File: config.mk
export PLATFORM = sky130hd
export DESIGN_NAME = sum_latch_uart_tx_flat
export DESIGN_NICKNAME = d
export VERILOG_FILES = /design/src/rtl/sum_latch_uart_tx_if.sv /design/src/rtl/sum_latch_uart_tx.sv /design/src/flat_wrapper.sv
export SDC_FILE = /design/constraint.sdc
export NUM_CORES = 1
export LEC_CHECK = 0
export ABC_AREA = 1
export CORE_ASPECT_RATIO = 0.9
export CORE_MARGIN = 2
export CORE_UTILIZATION = 30
export DETAILED_ROUTE_END_ITERATION = 8
export GPL_TIMING_DRIVEN = 1
export HOLD_SLACK_MARGIN = 0.06
export PLACE_DENSITY_LB_ADDON = 0.15
export SETUP_SLACK_MARGIN = 0.5
export SYNTH_ARGS = -nofsm -noshare
export SYNTH_HDL_FRONTEND = slang
export SYNTH_SLANG_ARGS = --single-unit
File: constraint.sdc
create_clock -name clk -period 2.25 [get_ports clk]
set_input_delay 0.45 -clock clk [delete_from_list [all_inputs] [get_ports clk]]
set_output_delay 0.45 -clock clk [all_outputs]
set_load 0.02 [all_outputs]
File: src/rtl/sum_latch_uart_tx_if.sv
// Operand/control and status bundle for sum_latch_uart_tx.
// The master drives operands and commands; the slave (the datapath) returns status and the TX line.
interface sum_latch_uart_tx_if #(
  parameter int DATA_W = 16
);
  logic              in_valid;
  logic [7:0]        in_data;
  logic [1:0]        op;
  logic              clr;
  logic              latch;
  logic [DATA_W-1:0] acc;
  logic              ovf;
  logic              busy;
  logic              done;
  logic              tx;

  modport master (
    output in_valid, in_data, op, clr, latch,
    input  acc, ovf, busy, done, tx
  );

  modport slave (
    input  in_valid, in_data, op, clr, latch,
    output acc, ovf, busy, done, tx
  );
endinterface

File: src/rtl/sum_latch_uart_tx.sv
// Accumulator with add/sub/xor/load; on latch, snapshots the value and sends it as 8N1 UART, LSB byte first.
//   state | meaning
//   IDLE  | line high, waiting for latch
//   START | start bit (line low) of byte byte_q
//   DATA  | data bit bit_q of byte byte_q, LSB first
//   STOP  | stop bit (line high); then next byte or back to IDLE
module sum_latch_uart_tx #(
  parameter int DATA_W   = 16,
  parameter int BAUD_DIV = 104
) (
  input  logic               clk,
  input  logic               rst,
  sum_latch_uart_tx_if.slave bus
);
  localparam int NBYTES = DATA_W / 8;
  localparam int BYTE_W = (NBYTES > 1) ? $clog2(NBYTES) : 1;
  localparam int CNT_W  = $clog2(BAUD_DIV);

  typedef enum logic [1:0] {IDLE, START, DATA, STOP} state_t;

  logic [DATA_W-1:0] acc_q;
  logic              ovf_q;
  logic [DATA_W-1:0] operand;
  logic [DATA_W:0]   sum_w;
  logic [DATA_W:0]   dif_w;

  assign operand = DATA_W'(bus.in_data);
  assign sum_w   = {1'b0, acc_q} + {1'b0, operand};
  assign dif_w   = {1'b0, acc_q} - {1'b0, operand};

  always_ff @(posedge clk or posedge rst) begin
    if (rst) begin
      acc_q <= '0;
      ovf_q <= 1'b0;
    end else if (bus.clr) begin
      acc_q <= '0;
      ovf_q <= 1'b0;
    end else if (bus.in_valid) begin
      case (bus.op)
        2'b00: begin
          acc_q <= sum_w[DATA_W-1:0];
          ovf_q <= ovf_q | sum_w[DATA_W];
        end
        2'b01: begin
          acc_q <= dif_w[DATA_W-1:0];
          ovf_q <= ovf_q | dif_w[DATA_W];
        end
        2'b10:   acc_q <= acc_q ^ operand;
        default: acc_q <= operand;
      endcase
    end
  end

  state_t            state_q, state_n;
  logic [CNT_W-1:0]  baud_q, baud_n;
  logic [2:0]        bit_q, bit_n;
  logic [BYTE_W-1:0] byte_q, byte_n;
  logic [DATA_W-1:0] snap_q;
  logic              busy_q, busy_n;
  logic              done_q, done_n;
  logic              tx_q, tx_n;
  logic              snap_load;
  logic [DATA_W-1:0] cur_word;
  logic              baud_end;
  logic [2:0]        bit_inc;

  assign cur_word = snap_q >> {byte_q, 3'b000};
  assign baud_end = (baud_q == CNT_W'(BAUD_DIV - 1));
  assign bit_inc  = bit_q + 3'd1;

  always_ff @(posedge clk or posedge rst) begin
    if (rst) begin
      state_q <= IDLE;
      baud_q  <= '0;
      bit_q   <= '0;
      byte_q  <= '0;
      snap_q  <= '0;
      busy_q  <= 1'b0;
      done_q  <= 1'b0;
      tx_q    <= 1'b1;
    end else begin
      state_q <= state_n;
      baud_q  <= baud_n;
      bit_q   <= bit_n;
      byte_q  <= byte_n;
      busy_q  <= busy_n;
      done_q  <= done_n;
      tx_q    <= tx_n;
      if (snap_load) snap_q <= acc_q;
    end
  end

  // tx is registered: each branch sets the level the line holds during the coming cycle
  always_comb begin
    state_n   = state_q;
    baud_n    = baud_q;
    bit_n     = bit_q;
    byte_n    = byte_q;
    busy_n    = busy_q;
    done_n    = 1'b0;
    tx_n      = tx_q;
    snap_load = 1'b0;
    case (state_q)
      IDLE: begin
        tx_n = 1'b1;
        if (bus.latch) begin
          snap_load = 1'b1;
          state_n   = START;
          baud_n    = '0;
          byte_n    = '0;
          busy_n    = 1'b1;
          tx_n      = 1'b0;
        end
      end
      START: begin
        if (baud_end) begin
          state_n = DATA;
          baud_n  = '0;
          bit_n   = '0;
          tx_n    = cur_word[0];
        end else begin
          baud_n = baud_q + 1'b1;
        end
      end
      DATA: begin
        if (baud_end) begin
          baud_n = '0;
          if (bit_q == 3'd7) begin
            state_n = STOP;
            tx_n    = 1'b1;
          end else begin
            bit_n = bit_inc;
            tx_n  = cur_word[bit_inc];
          end
        end else begin
          baud_n = baud_q + 1'b1;
        end
      end
      default: begin
        if (baud_end) begin
          baud_n = '0;
          if (byte_q < BYTE_W'(NBYTES - 1)) begin
            byte_n  = byte_q + 1'b1;
            state_n = START;
            tx_n    = 1'b0;
          end else begin
            state_n = IDLE;
            busy_n  = 1'b0;
            done_n  = 1'b1;
            tx_n    = 1'b1;
          end
        end else begin
          baud_n = baud_q + 1'b1;
        end
      end
    endcase
  end

  assign bus.acc  = acc_q;
  assign bus.ovf  = ovf_q;
  assign bus.busy = busy_q;
  assign bus.done = done_q;
  assign bus.tx   = tx_q;
endmodule

File: src/flat_wrapper.sv
// flat-port wrapper written by rule: the top's interface ports become plain ports
module sum_latch_uart_tx_flat 
#(
  parameter int DATA_W   = 16,
  parameter int BAUD_DIV = 104
)
  (clk, rst, bus_in_valid, bus_in_data, bus_op, bus_clr, bus_latch, bus_acc, bus_ovf, bus_busy, bus_done, bus_tx);
  sum_latch_uart_tx_if #(.DATA_W(DATA_W)) bus_i ();
  input  logic clk;
  input  logic rst;
  input wire logic [$bits(bus_i.in_valid)-1:0] bus_in_valid;
  input wire logic [$bits(bus_i.in_data)-1:0] bus_in_data;
  input wire logic [$bits(bus_i.op)-1:0] bus_op;
  input wire logic [$bits(bus_i.clr)-1:0] bus_clr;
  input wire logic [$bits(bus_i.latch)-1:0] bus_latch;
  output wire logic [$bits(bus_i.acc)-1:0] bus_acc;
  output wire logic [$bits(bus_i.ovf)-1:0] bus_ovf;
  output wire logic [$bits(bus_i.busy)-1:0] bus_busy;
  output wire logic [$bits(bus_i.done)-1:0] bus_done;
  output wire logic [$bits(bus_i.tx)-1:0] bus_tx;
  assign bus_i.in_valid = bus_in_valid;
  assign bus_i.in_data = bus_in_data;
  assign bus_i.op = bus_op;
  assign bus_i.clr = bus_clr;
  assign bus_i.latch = bus_latch;
  assign bus_acc = bus_i.acc;
  assign bus_ovf = bus_i.ovf;
  assign bus_busy = bus_i.busy;
  assign bus_done = bus_i.done;
  assign bus_tx = bus_i.tx;
  sum_latch_uart_tx #(.DATA_W(DATA_W), .BAUD_DIV(BAUD_DIV)) u_core (.clk(clk), .rst(rst), .bus(bus_i));
endmodule
==> metrics <==
final instance area 5330 sq um; first-pass GRT wire length 20,300 um; Max-Slew Margin vs Limit 0.727; share of layout cells above drive strength 1 0.275; GP Congestion 0.968; vias post-DR 4,100; worst path required time 2.44 ns; non-filler cells, final 840; Seq/Total Area, Yosys 0.310; CP peak stage delay 0.42 ns; fin worst setup slack 0.385 ns; Post-Place Cell Area 4760 sq um; Worst VDD drop 0.311 mV; Worst Hold Class in -> async; Pwr Density 483 nW/um^2; fillcell total 1,333; Core Util, Final 0.417; startpoint types flip-flop; std cell rows 39; Setup crit start u_core.bus.acc[0]$_DFFE_PP0P_; met2 global-route usage 0.293; post-route ant nets 0; # setup viols final 0; clock skew 0.00554 ns; Post-Route Setup TNS 0 ns; Routed WL per cell 14.7 um; Final period util 0.829; WS Path Type reg -> reg; initial antenna violation count 0; H-tree depth 2; Setup crit end kind flip-flop; GR peak layer met2; CTS Sinks 49; Vias/cell 4.88; P&R area growth vs syn 34.7%; CTS tree yes; # diodes 0; CP Max Fanout 4; critical path's slowest cell dfrtp_2; Tmin final 1.86 ns; TritonRoute pass-1 iters 5; reg-to-reg startpoint u_core.bus.acc[0]$_DFFE_PP0P_; crit-path cells ha_4 > inv_2 > fa_2 > inv_2 > nand2_4 > o21ai_4 > buf_4 > nand2_2 > a21oi_2 > o21ai_1 > nand2_1 > nand2_1; Total GRT Usage 0.178; Synth Warn # 0; chip width 125 um; total design power 2.58 mW; die area 14,100 sq um; run status finished clean; Placeable Area 12,800 sq um; Worst Path Arrival 2.05 ns; CTS root buffer clkbuf_16; number of global-route vias before repair 4,068; IO Pins 35; syn_area_per_cell 6.68 sq um; final net count 716; LEAKAGE 2.66 nW; syn nets 634; # DRC 0; Post-Place Setup Slack -0.258 ns; synthesized instance count 593; clk_lat worst skew 0.29 ns; initial core utilization 0.310; maximum root-to-sink buffer count 2; placed cell count 817; Routed Wire Length 12,400 um; multi-input logic area 2650 sq um; Slew Viols, Final 0; Port Buffers 34; synth unique cells 42; pin count of the biggest net entering global routing 33; Post-Synthesis Cell Area 3960 sq um; CTS Buf Count 5; M1 GR Usage 0.241; Reg clk slew, reported paths 0.07 ns; Hold Vio Cnt, Final 0; DRC violation total after the first TritonRoute iteration 204; Seq. cell area 1240 sq um; GR Overflow Total 0; hpwl dp 9500 um; Fin Hold WS 0.447 ns; Max Cap Viol 0; Worst-Margin Slew 0.405 ns; Synth Register Bits 49; M3 GR Usage 0.0255; unrepaired setup endpoints after global routing true; max frequency 536 MHz; Die Span Y 113 um
-- synthesized netlist by cell type (all sizes together) --
cell type / count / share of area
nand2: 189 / 0.18
nand3b: 1 / 0.0019
nand4: 2 / 0.0032
a211oi: 1 / 0.0019
dfrtp: 48 / 0.30
dfstp: 1 / 0.0066
fa: 2 / 0.010
a21boi: 1 / 0.0028
and2: 1 / 0.0016
buf: 10 / 0.021
nor2: 40 / 0.040
nor4: 3 / 0.0063
a31oi: 1 / 0.0016
o21bai: 1 / 0.0019
o22ai: 6 / 0.0095
nor3: 12 / 0.021
o21ai: 51 / 0.065
nand3: 72 / 0.094
o221ai: 2 / 0.0044
clkbuf: 4 / 0.0047
a21oi: 24 / 0.033
a32o: 1 / 0.0025
o211ai: 2 / 0.0038
clkinv: 3 / 0.0032
inv: 84 / 0.080
xor2: 7 / 0.015
ha: 24 / 0.076
-- repair_timing --
action / CTS / global route
pin swaps: 33 / 25
hold endpoints to repair: 0 / 0
setup endpoints to repair: 32 / 29
hold buffers: 0 / 0
resized for setup: 101 / 36
setup buffers: 12 / 3
-- cell families after synthesis --
group,synth area share
buf+inv,0.109
xor+xnor,0.0155
simple gates,0.353
flops,0.310
compound gates,0.127
fa+ha+maj,0.0860
-- cells in the final DEF, fill, tap and decap left out, drive strengths merged, types with 3 or more instances in the layout --
cell	Yosys	final
xor2	7	7
a21oi	24	24
nor2	40	40
clkdlybuf4s50	0	8
nand2	189	189
clkinv	3	3
nand3	72	72
dlygate4sd2	0	23
inv	84	85
buf	10	56
nor3	12	12
o22ai	6	6
dfrtp	48	48
nor4	3	3
o21ai	51	51
clkbuf	4	6
ha	24	24
-- sequential cells by signal, summed over array words and instances, names as in the netlist --
register,count
u_core.bus.done,1
u_core.bus.tx,1
u_core.state_q,2
u_core.baud_q,7
u_core.bus.acc,16
u_core.bus.busy,1
u_core.bus.ovf,1
u_core.byte_q,1
u_core.bit_q,3
u_core.snap_q,16
-- cell type report --
cell class / instances / share of cell area
timing repair buffer: 89 / 0.142
tap: 164 / 0.0385
inverter: 87 / 0.0634
clock buffer: 6 / 0.0242
sequential: 49 / 0.233
clock inverter: 2 / 0.00258
multi-input combinational: 443 / 0.496
-- path summary, 6_finish.rpt --
| kind | to | slack [ns] | depth (start not counted) |
|---|---|---|---|
| max in group asynchronous | u_core.bus.tx$_DFFE_PP1P_ | 1.24 | 3 |
| worst max-delay path | u_core.bus.acc[8]$_DFFE_PP0P_ | 0.39 | 12 |
| worst min-delay path | u_core.bus.acc[8]$_DFFE_PP0P_ | 0.45 | 2 |
| worst max register to register | u_core.bus.acc[8]$_DFFE_PP0P_ | 0.39 | 12 |
| min in group clk | u_core.bus.tx$_DFFE_PP1P_ | 0.47 | 2 |
| worst min register to register | u_core.bus.tx$_DFFE_PP1P_ | 0.47 | 2 |
-- worst max-delay path: cells and delay by family (launching register included) --
family	cells	cell delay [ns]
flip-flops	1	0.42
AO/OA/AOI/OAI	3	0.37
adder cells (fa/ha/maj)	2	0.50
buffers and inverters	3	0.26
AND/OR/NAND/NOR	4	0.21
-- routing by layer --
| layer | wire [um] | part of all wire | vias to the layer above |
|---|---|---|---|
| met5 | 0 | 0 | - |
| met4 | 202 | 0.016 | 0 |
| met3 | 626 | 0.051 | 15 |
| met2 | 5720 | 0.46 | 101 |
| met1 | 5830 | 0.47 | 1896 |
| li1 | - | - | 2088 |
-- power breakdown --
group / leakage [nW] / switching, mW / internal (mW) / total (mW)
clock: 0.0712 / 0.351 / 0.416 / 0.767
combinational: 1.97 / 0.503 / 0.366 / 0.869
sequential: 0.613 / 0.0373 / 0.902 / 0.940
total: 2.66 / 0.892 / 1.68 / 2.58
No activity file was read; power rests on OpenSTA's default activity.
